## src/rtl/min_max_seq.sv

```systemverilog
// min_max_seq: LED bargraph showing val_r inside a [min_r, max_r] window.
// The span above val_r up to max_r blinks with period 2*BLINK_DIV cycles.
// com_i picks the display mode: 00 window, 01 linear, 10 all off, 11 all on.
// Optional feature: define MIN_MAX_PEAK_HOLD_EN to add a peak-hold marker in mode 00.
module min_max_seq #(
  parameter int unsigned VALSIZE   = 4,
  parameter int unsigned BLINK_DIV = 4
) (
  input  logic                    clk_i,
  input  logic                    rst_i,
  input  logic [1:0]              com_i,
  input  logic [VALSIZE-1:0]      min_i,
  input  logic [VALSIZE-1:0]      max_i,
  input  logic                    load_i,
  input  logic [VALSIZE-1:0]      val_i,
  input  logic                    val_valid_i,
  output logic [(2**VALSIZE)-1:0] leds_o,
  output logic                    cfg_err_o
);

  localparam int unsigned LEDS = 2 ** VALSIZE;
  localparam int unsigned CW   = (BLINK_DIV > 1) ? $clog2(BLINK_DIV) : 1;
  localparam logic [CW-1:0] CNT_LAST = CW'(BLINK_DIV - 1);

  logic [VALSIZE-1:0] min_r;
  logic [VALSIZE-1:0] max_r;
  logic [VALSIZE-1:0] val_r;
  logic [CW-1:0]      cnt_r;
  logic               osc_r;
  logic [LEDS-1:0]    leds_nxt;
  logic               load_ok;

  // Widened copies so index compares never wrap at val_r = 2**VALSIZE-1
  logic [VALSIZE:0]   idx;
  logic [VALSIZE:0]   min_x;
  logic [VALSIZE:0]   max_x;
  logic [VALSIZE:0]   val_x;
  logic               in_win;

`ifdef MIN_MAX_PEAK_HOLD_EN
  logic [VALSIZE-1:0] peak_r;
`endif

  assign load_ok = load_i && (min_i <= max_i);

  // Bounds, value, blink oscillator and registered outputs
  always_ff @(posedge clk_i) begin
    if (rst_i) begin
      min_r     <= '0;
      max_r     <= '1;
      val_r     <= '0;
      cnt_r     <= '0;
      osc_r     <= 1'b1;
      leds_o    <= '0;
      cfg_err_o <= 1'b0;
    end else begin
      if (load_ok) begin
        min_r <= min_i;
        max_r <= max_i;
      end
      cfg_err_o <= load_i && (min_i > max_i);
      if (val_valid_i) begin
        val_r <= val_i;
      end
      if (cnt_r == CNT_LAST) begin
        cnt_r <= '0;
        osc_r <= ~osc_r;
      end else begin
        cnt_r <= cnt_r + 1'b1;
      end
      leds_o <= leds_nxt;
    end
  end

`ifdef MIN_MAX_PEAK_HOLD_EN
  // Peak hold: restarts from val_i on an accepted load, otherwise follows the largest valid value
  always_ff @(posedge clk_i) begin
    if (rst_i) begin
      peak_r <= '0;
    end else if (load_ok) begin
      peak_r <= val_i;
    end else if (val_valid_i && (val_i > peak_r)) begin
      peak_r <= val_i;
    end
  end
`endif

  // Next LED pattern from the registered state and the live mode select
  always_comb begin
    leds_nxt = '0;
    idx      = '0;
    min_x    = {1'b0, min_r};
    max_x    = {1'b0, max_r};
    val_x    = {1'b0, val_r};
    in_win   = (min_x <= val_x) && (val_x <= max_x);
    case (com_i)
      2'b00: begin
        if (in_win) begin
          for (int unsigned i = 0; i < LEDS; i++) begin
            idx = i[VALSIZE:0];
            if ((idx >= min_x) && (idx <= val_x)) begin
              leds_nxt[i] = 1'b1;
            end else if ((idx > val_x) && (idx <= max_x)) begin
              leds_nxt[i] = osc_r;
            end
          end
        end
`ifdef MIN_MAX_PEAK_HOLD_EN
        if ((peak_r >= min_r) && (peak_r <= max_r)) begin
          leds_nxt[peak_r] = 1'b1;
        end
`endif
      end
      2'b01: begin
        for (int unsigned i = 0; i < LEDS; i++) begin
          idx = i[VALSIZE:0];
          if (idx <= val_x) begin
            leds_nxt[i] = 1'b1;
          end
        end
      end
      2'b10: leds_nxt = '0;
      default: leds_nxt = '1;
    endcase
  end

endmodule
```

## config.mk

```make
export PLATFORM = sky130hd
export DESIGN_NAME = min_max_seq
export DESIGN_NICKNAME = d
export VERILOG_FILES = /design/src/rtl/min_max_seq.sv
export SDC_FILE = /design/constraint.sdc
export NUM_CORES = 1
export LEC_CHECK = 0
export CAP_MARGIN = 20
export CORE_MARGIN = 3
export CORE_UTILIZATION = 32
export CTS_CLUSTER_SIZE = 25
export DETAILED_ROUTE_END_ITERATION = 6
export GPL_ROUTABILITY_DRIVEN = 0
export PLACE_DENSITY_LB_ADDON = 0.3
export SLEW_MARGIN = 0
export SYNTH_ARGS = -nofsm -noshare
export SYNTH_HDL_FRONTEND = slang
export SYNTH_SLANG_ARGS = --single-unit
export TNS_END_PERCENT = 5
```

## constraint.sdc

```tcl
create_clock -name clk_i -period 6.15 [get_ports clk_i]
set_clock_uncertainty 0.05 [all_clocks]
set_input_delay 0.9225 -clock clk_i [delete_from_list [all_inputs] [get_ports clk_i]]
set_output_delay 0.9225 -clock clk_i [all_outputs]
set_load 0.02 [all_outputs]
```

Word level (Yosys, flattened, before mapping) --
Index checks and enable logic that the tools add are counted. W data, S select, Z words.
Word-level totals: bits in registers 32, input port bits 18, output and inout port bits 17
Operators by class: add/sub/neg operators 1, magnitude comparators 64, eq/ne operators 3, mux-type cells 48, bitwise operators 1, reductions and logical operators 34
Operators by type and width (count):
- $le A4 B4 Y1 const A | 16
- $pmux W16 S3 | 1
- $mux W1 | 46
- $gt A4 B4 Y1 const A | 8
- $le A3 B4 Y1 const A | 8
- $logic_and A1 B1 Y1 | 32
- $ge A4 B4 Y1 const A | 7
- $ge A3 B4 Y1 const A | 4
- $gt A3 B4 Y1 const A | 4
- $le A2 B4 Y1 const A | 4
- $mux W16 | 1
- $le A4 B4 Y1 | 3
- $ge A1 B4 Y1 const A | 2
- $ge A2 B4 Y1 const A | 2
- $gt A2 B4 Y1 const A | 2
- $le A1 B4 Y1 const A | 2
- $eq A2 B2 Y1 const B | 2
- $gt A1 B4 Y1 const A | 1
- $gt A4 B4 Y1 | 1
- $add A2 B1 Y2 const B | 1
- $eq A2 B1 Y1 const B | 1
- $logic_not A2 Y1 | 1
- $reduce_or A2 Y1 | 1
- $not A1 Y1 | 1

Longest topological paths before layout --
Gate-level depths: netlist of the first run.
depth in word-level cells 6, gate-level depth with buffers 10

Least setup slack after synthesis of the first run --
Ideal clock, no wire load.
path kind reg2reg, start register val_r[3], end register leds_o[8], library setup time 0.088 ns, arrival 2.390 ns, setup slack 3.622 ns, cell stages (with the launch flop) 11, buffers on the path 4, clock period less this slack 2.528 ns, cells stage by stage dfxtp_1 > clkbuf_1 > buf_2 > buf_1 > inv_1 > ha_1 > a21oi_1 > o21ai_1 > a2111o_1 > buf_6 > o32ai_2
On the way: word-level cells in the longest chain between the ends 6, elaborated cells on any way between the ends 12, those cells by class order compare: 4; mux: 5; reduce/logical: 3
RTL lines:
- start: declaration | line 27 | logic [VALSIZE-1:0] val_r;
- start signal: assignment | line 63 | val_r <= val_i;
- $gt A4 B4 Y1 | line 103 | end else if ((idx > val_x) && (idx <= max_x)) begin
- $logic_and A1 B1 Y1 | line 103
- $mux W1 | line 103
- $mux W1 | line 101 | if ((idx >= min_x) && (idx <= val_x)) begin
- $mux W16 | line 98 | if (in_win) begin
- $pmux W16 S3 * | line 96 | case (com_i)
- end signal: assignment | line 71 | leds_o <= leds_nxt;
- end: declaration | line 17 | output logic [(2**VALSIZE)-1:0] leds_o,
Every way passes the cells marked *; elsewhere a longest branch is shown, timed or not. A chain may end at the register's enable or synchronous reset.

==> results of run 1 <==
cell families after synthesis:
group	after synthesis	share of synthesized area
compound gates	73	0.277
xor+xnor	1	0.00447
fa+ha+maj	13	0.0831
buf+inv	37	0.0767
flops	32	0.327
mux	12	0.0613
simple gates	70	0.171
layout make-up:
class | instances | area share
clock buffers | 7 | 0.0396
clock inverters | 1 | 0.0123
inverters | 18 | 0.0278
multi-input cells | 169 | 0.480
flip-flops and latches | 32 | 0.263
well taps | 72 | 0.0370
repair buffers | 34 | 0.140
metal layers:
metal / part of all wire / track usage / vias to the layer above
met2: 0.46 / 0.230 / 60
met5: 0 / 0 / -
met4: 0.014 / 0.0585 / 0
met1: 0.45 / 0.170 / 820
li1: - / - / 906
met3: 0.069 / 0.0314 / 7
power by group through the flow:
stage               Combinational (µW)  Clock (µW)  Sequential (µW)
finish                             150         220              249
detailed placement                 151           0              254
global placement                   149           0              254
floorplan                         98.1           0              254
CTS                                151         226              249
global route                       168         233              252
flip-flops by register name, indices dropped and copies added (netlist names):
register   flops
max_r          4
min_r          4
val_r          4
leds_o        16
cfg_err_o      1
osc_r          1
cnt_r          2
placed cells by master, fill, tap and decap left out, types with 2 or more instances in the layout:
cell type,Yosys,layout
sky130_fd_sc_hd__a2111oi_0,2,2
sky130_fd_sc_hd__a211oi_1,4,4
sky130_fd_sc_hd__a21o_1,3,3
sky130_fd_sc_hd__a21oi_1,22,22
sky130_fd_sc_hd__a31oi_1,6,6
sky130_fd_sc_hd__a41oi_1,4,4
sky130_fd_sc_hd__clkbuf_8,0,7
sky130_fd_sc_hd__clkdlybuf4s50_1,0,34
sky130_fd_sc_hd__dfxtp_1,32,32
sky130_fd_sc_hd__ha_1,13,13
sky130_fd_sc_hd__inv_1,18,18
sky130_fd_sc_hd__mux2i_1,12,12
sky130_fd_sc_hd__nand2_1,14,14
sky130_fd_sc_hd__nand2b_1,8,8
sky130_fd_sc_hd__nand3_1,3,3
sky130_fd_sc_hd__nor2_1,24,24
sky130_fd_sc_hd__nor2b_1,2,2
sky130_fd_sc_hd__nor3_1,9,9
sky130_fd_sc_hd__nor3b_1,2,2
sky130_fd_sc_hd__o211ai_1,2,2
sky130_fd_sc_hd__o21ai_0,10,10
sky130_fd_sc_hd__o31ai_2,2,2
sky130_fd_sc_hd__o32ai_1,6,6
sky130_fd_sc_hd__o32ai_2,6,6
sky130_fd_sc_hd__or2_2,2,2
final timing paths:
check	depth (start not counted)	slack, ns	to
max reg2reg	5	3.44	leds_o[2]
min	1	0.38	cnt_r[0]
min reg2reg	1	0.38	cnt_r[0]
max	3	3.42	leds_o[0]
through the flow:
stage | worst slack (ns) | hold slack, ns | power (µW)
global placement | 3.21 | 0.367 | 403
detailed placement | 3.13 | 0.369 | 404
finish | 3.42 | 0.378 | 619
CTS | 3.44 | 0.382 | 626
global route | 3.28 | 0.391 | 652
floorplan | 3.62 | 0.354 | 352
==> parameters.txt, run 1 <==
Parameter                              Value

Critical path
  Required time of the critical path    6.23 ns
  Buf+Inv Stages, Crit Path    1
  Arrival time of data at the critical path endpoint    2.80 ns
  Category of the worst setup path launch point    input port
  CP max stage cell    sky130_fd_sc_hd__clkdlybuf4s50_1
  Slowest cell delay on critical path    1.02 ns
  Delay-heaviest family, CP    buffers and inverters
  CP Capture Type    flip-flop
  Crit path cell chain    clkdlybuf4s50_1 > nand2b_1 > o21ai_0
  Launch point of the critical path    rst_i
  Worst r2r src    val_r[3]
  Critical Path Fanout Max    27
  Critical path class    in -> reg

Clock tree
  Number of setup buffers added after CTS    0
  Number of buffers created by CTS    5
  Hold buffers post-CTS    0
  Number of clock sinks    32
  CTS root buffer    sky130_fd_sc_hd__clkbuf_8
  TritonCTS clock tree    built
  Reg clk slew, reported paths    0.07 ns
  Clock latency reported for the late side of the worst-skew pair    0.29 ns
  Post-CTS sizing    0
  Maximum clock path buffer count    2
  Count of H-tree levels built during CTS    2

Global route
  Via count of the first global-routing pass    1708
  Initial antenna violation count    0
  Overall global routing resource usage    0.138
  Maximum number of pins on one net before global-route repair    28
  Congestion Overflow GR    0
  Wire length of the first global-routing pass    7950 µm

Hold path
  Path type of the worst min-delay path    reg -> reg
  Start point of the worst min-delay path    cnt_r[0]

Die
  Starting Density    0.343
  Floorplan die height    84.2 µm
  Number of top-level design ports    35
  Die Wd    84.2 µm
  Total number of placement rows    27
  Core footprint    5710 µm²
  Total die area    7090 µm²

Detailed routing
  DRC viols    0
  Average wire per standard cell    13.9 µm
  First-pass iteration count of the detailed router    4
  Number of DRC markers in iteration 0    170
  Wirelength, routed    4640 µm
  Count of antenna-violating nets left after detailed routing    0
  Mean number of vias per cell    5.38
  Routed via count    1793

Power
  Areal power density over the cells    255 nW/µm²
  Largest voltage drop on the vdd net    0.123 mV
  Leakage power    0.000981 µW
  Relative contribution of sequential cells to total power    0.403
  Combinational fraction of design power    0.242
  Net Switching    179 µW
  Clk network pwr share    0.356
  Cell internal pwr    440 µW
  Switch share    0.290

Synth
  Post-synth design cell area    1960 µm²
  Ys Warns    0
  Synthesized netlist cell count    238
  Portion of synthesized cell area occupied by the leading cell type    0.327
  Mean area per synthesized cell    8.23 µm²
  Share of synthesized registers carrying an async set or reset    0
  Cell type with the highest aggregate area in the netlist    sky130_fd_sc_hd__dfxtp_1
  List of most frequent post-synthesis cells    32 x sky130_fd_sc_hd__dfxtp_1, 24 x sky130_fd_sc_hd__nor2_1, 22 x sky130_fd_sc_hd__a21oi_1
  Register bit count reported by yosys    32
  Unique masters post-synth    40
  Largest cells by area after synthesis    sky130_fd_sc_hd__dfxtp_1 33%, sky130_fd_sc_hd__ha_1 8.3%, sky130_fd_sc_hd__mux2i_1 6.1%
  Syn_nets    269
  Dominant cell by count in the synthesized netlist    sky130_fd_sc_hd__dfxtp_1
  Portion of the post-synthesis area used by sequential elements    0.327
  Predominant post-synthesis flop cell    sky130_fd_sc_hd__dfxtp_1
  Number of enable-type register cells in the synthesized netlist    0

STA
  Worst slew margin relative to its limit    0.427
  Max Clk Rate    367 MHz
  Unrepaired setup endpoints after global routing    no
  Number of hold violations in the final report    0
  Max Transition Viols Final    0
  Time the final worst path needs with I/O delays and setup    2.73 ns
  Final-layout setup total negative slack    0 ns
  Worst Tran Pin Value    0.858 ns
  Final critical-path share of the clock period    0.443
  Final setup violation count    0

Place
  Number of I/O port buffers    34
  Placed Instances    325
  Cell area reported after detailed placement    2310 µm²
  Final HPWL DP    3320 µm

Layout
  Final Net Count    291
  Inserted Diodes    0
  Area of the multi-input gates    1170 µm²
  Fraction of layout cells with a size suffix above 1    0.0728
  Final non-filler cell area    2430 µm²
  Fill cells    580
  Share of the core filled with cells in the final layout    0.426
  Final std cells w/o fill    333
  Area Overhead vs Synth    24.2%
  Reg area    641 µm²

Job
  Max-Cap Viols    0

Run status
  Outcome    completed
Note: power is estimated with default switching activity, not from simulation.
==> run 2: changes to the inputs <==
==> constraint.sdc (replaced) <==
create_clock -name clk_i -period 2.3 [get_ports clk_i]
set_clock_uncertainty 0.05 [all_clocks]
set_input_delay 0.345 -clock clk_i [delete_from_list [all_inputs] [get_ports clk_i]]
set_output_delay 0.345 -clock clk_i [all_outputs]
set_load 0.02 [all_outputs]
==> run 2 against run 1 <==
Compared with the run above:
- power is 150% higher
- sequential power increased to 2.5 times the previous value
- sequential cell count is the same
- worst setup slack worse by 3.2 ns
- largest cell class unchanged
- combinational power grew to 3.3 times the previous value
- via count increased by 4.7%
==> parameters.txt, run 2 (same netlist as run 1, synthesis figures left out) <==
Parameter                              Value

Run status
  Outcome    completed (unchanged)

Clock tree
  Number of setup buffers added after CTS    0 (unchanged)
  Count of H-tree levels built during CTS    2 (unchanged)
  Maximum clock path buffer count    2 (unchanged)
  TritonCTS clock tree    built (unchanged)
  Hold buffers post-CTS    0 (unchanged)
  CTS root buffer    sky130_fd_sc_hd__clkbuf_8 (unchanged)
  Post-CTS sizing    0 (unchanged)
  Number of buffers created by CTS    5 (unchanged)
  Clock latency reported for the late side of the worst-skew pair    0.29 ns (about the same)
  Number of clock sinks    32 (unchanged)
  Reg clk slew, reported paths    0.06 ns (was 0.07 ns)

Global route
  GR peak layer    met2 (unchanged)
  Global-route met1 utilization    0.198 (was 0.170)
  Maximum number of pins on one net before global-route repair    24 (was 28)
  Wire length of the first global-routing pass    8260 µm (was 7950 µm)
  Initial antenna violation count    0 (unchanged)
  Overall global routing resource usage    0.144 (was 0.138)
  Via count of the first global-routing pass    1707 (was 1708)
  Congestion Overflow GR    0 (unchanged)
  Fraction of met2 tracks used by global routing    0.215 (was 0.230)
  Grt met3 use    0.0314 (unchanged)

Detailed routing
  Routed via count    1877 (was 1793)
  Wirelength, routed    4820 µm (was 4640 µm)
  Number of DRC markers in iteration 0    239 (was 170)
  DRC viols    0 (unchanged)
  Average wire per standard cell    13.8 µm (was 13.9 µm)
  First-pass iteration count of the detailed router    4 (unchanged)
  Mean number of vias per cell    5.38 (about the same)
  Count of antenna-violating nets left after detailed routing    0 (unchanged)

Critical path
  Buf+Inv Stages, Crit Path    2 (was 1)
  Worst r2r src    val_r[3] (unchanged)
  Delay-heaviest family, CP    compound AO/OA/AOI/OAI gates (was buffers and inverters)
  CP max stage cell    sky130_fd_sc_hd__a2111o_1 (was sky130_fd_sc_hd__clkdlybuf4s50_1)
  Arrival time of data at the critical path endpoint    2.17 ns (was 2.80 ns)
  CP Capture Type    flip-flop (unchanged)
  Category of the worst setup path launch point    flip-flop (was input port)
  Critical path class    reg -> reg (was in -> reg)
  Slowest cell delay on critical path    0.45 ns (was 1.02 ns)
  Launch point of the critical path    val_r[3] (was rst_i)
  Critical Path Fanout Max    16 (was 27)
  Crit path cell chain    inv_1 > ha_1 > a21oi_1 > o21ai_1 > a2111o_1 > buf_12 > o32ai_1 (was clkdlybuf4s50_1 > nand2b_1 > o21ai_0)
  Required time of the critical path    2.44 ns (was 6.23 ns)

Die
  Total die area    7090 µm² (unchanged)
  Die Wd    84.2 µm (unchanged)
  Total number of placement rows    27 (unchanged)
  Floorplan die height    84.2 µm (unchanged)
  Number of top-level design ports    35 (unchanged)
  Starting Density    0.343 (unchanged)
  Core footprint    5710 µm² (unchanged)

Place
  Number of I/O port buffers    34 (unchanged)
  Final HPWL DP    3540 µm (was 3320 µm)
  Cell area reported after detailed placement    2460 µm² (was 2310 µm²)

Layout
  Inserted Diodes    0 (unchanged)
  Fill cells    576 (was 580)
  Flip-flop count of the largest register after layout    16 (unchanged)
  Area Overhead vs Synth    29.5% (was 24.2%)
  Final Net Count    308 (was 291)
  Most common cell after layout, fill and taps aside    sky130_fd_sc_hd__clkdlybuf4s50_1 (unchanged)
  Fraction of layout cells with a size suffix above 1    0.123 (was 0.0728)
  Leading cell types in the layout, fill and taps excluded    34 x sky130_fd_sc_hd__clkdlybuf4s50_1, 32 x sky130_fd_sc_hd__dfxtp_1, 24 x sky130_fd_sc_hd__nor2_1 (unchanged)
  Share of the core filled with cells in the final layout    0.444 (was 0.426)
  Top register by number of flip-flops    leds_o (unchanged)
  Final non-filler cell area    2540 µm² (was 2430 µm²)

STA
  Max Transition Viols Final    0 (unchanged)
  Final critical-path share of the clock period    0.882
  Max Clk Rate    493 MHz
  Number of hold violations in the final report    0 (unchanged)
  Unrepaired setup endpoints after global routing    no (unchanged)
  Worst Tran Pin Value    0.371 ns (was 0.858 ns)
  Final setup violation count    0 (unchanged)
  Final-layout setup total negative slack    0 ns (unchanged)
  Worst slew margin relative to its limit    0.746 (was 0.427)
  Time the final worst path needs with I/O delays and setup    2.03 ns

Power
  Largest voltage drop on the vdd net    0.282 mV (was 0.123 mV)
  Areal power density over the cells    599 nW/µm² (was 255 nW/µm²)
  Leakage power    0.00105 µW (was 0.000981 µW)

Hold path
  Path type of the worst min-delay path    reg -> reg (unchanged)
  Start point of the worst min-delay path    cnt_r[0] (unchanged)

Job
  Max-Cap Viols    0 (unchanged)
[run 2: where the power goes]
group / switching [µW] / leakage, µW / internal [µW] / total [µW]
Clock: 197 / 0.0000410 / 205 / 402
Sequential: 23.6 / 0.000265 / 605 / 628
Combinational: 260 / 0.000745 / 229 / 489
[run 2: layout make-up]
type	count	area, µm²	area share
clock inverters	1	5.00	0.00197
flip-flops and latches	32	641	0.253
repair buffers	51	493	0.194
well taps	72	90.1	0.0355
inverters	18	67.6	0.0266
clock buffers	6	72.6	0.0286
multi-input cells	169	1170	0.460
[run 2: worst reg2reg max path, cell delays in order, from the launching register on]
cell and delay [ns]:
sky130_fd_sc_hd__dfxtp_1 0.41, sky130_fd_sc_hd__inv_1 0.07, sky130_fd_sc_hd__ha_1 0.30, sky130_fd_sc_hd__a21oi_1 0.13, sky130_fd_sc_hd__o21ai_1 0.07, sky130_fd_sc_hd__a2111o_1 0.45
sky130_fd_sc_hd__buf_12 0.17, sky130_fd_sc_hd__o32ai_1 0.29
[run 2: final timing paths]
kind | depth (start not counted) | endpoint | slack, ns
setup / recovery | 7 | leds_o[3] | 0.27
hold / removal | 1 | cnt_r[0] | 0.38
setup reg to reg | 7 | leds_o[3] | 0.27
hold reg to reg | 1 | cnt_r[0] | 0.38
[run 2: per-layer routing]
metal,wire length [µm],vias up
li1,-,941
met1,2260,867
met2,2190,62
met3,288,7
met4,80,0
met5,0,-
[run 2: through the flow]
stage               total power, µW  setup WS [ns]  hold slack [ns]  instances
global placement               1120          0.196            0.363        342
floorplan                       944         0.0127            0.354        238
global route                   1610         0.0842            0.403        349
CTS                            1530          0.261            0.381        349
finish                         1520          0.272            0.380        349
detailed placement             1130          0.141            0.368        342
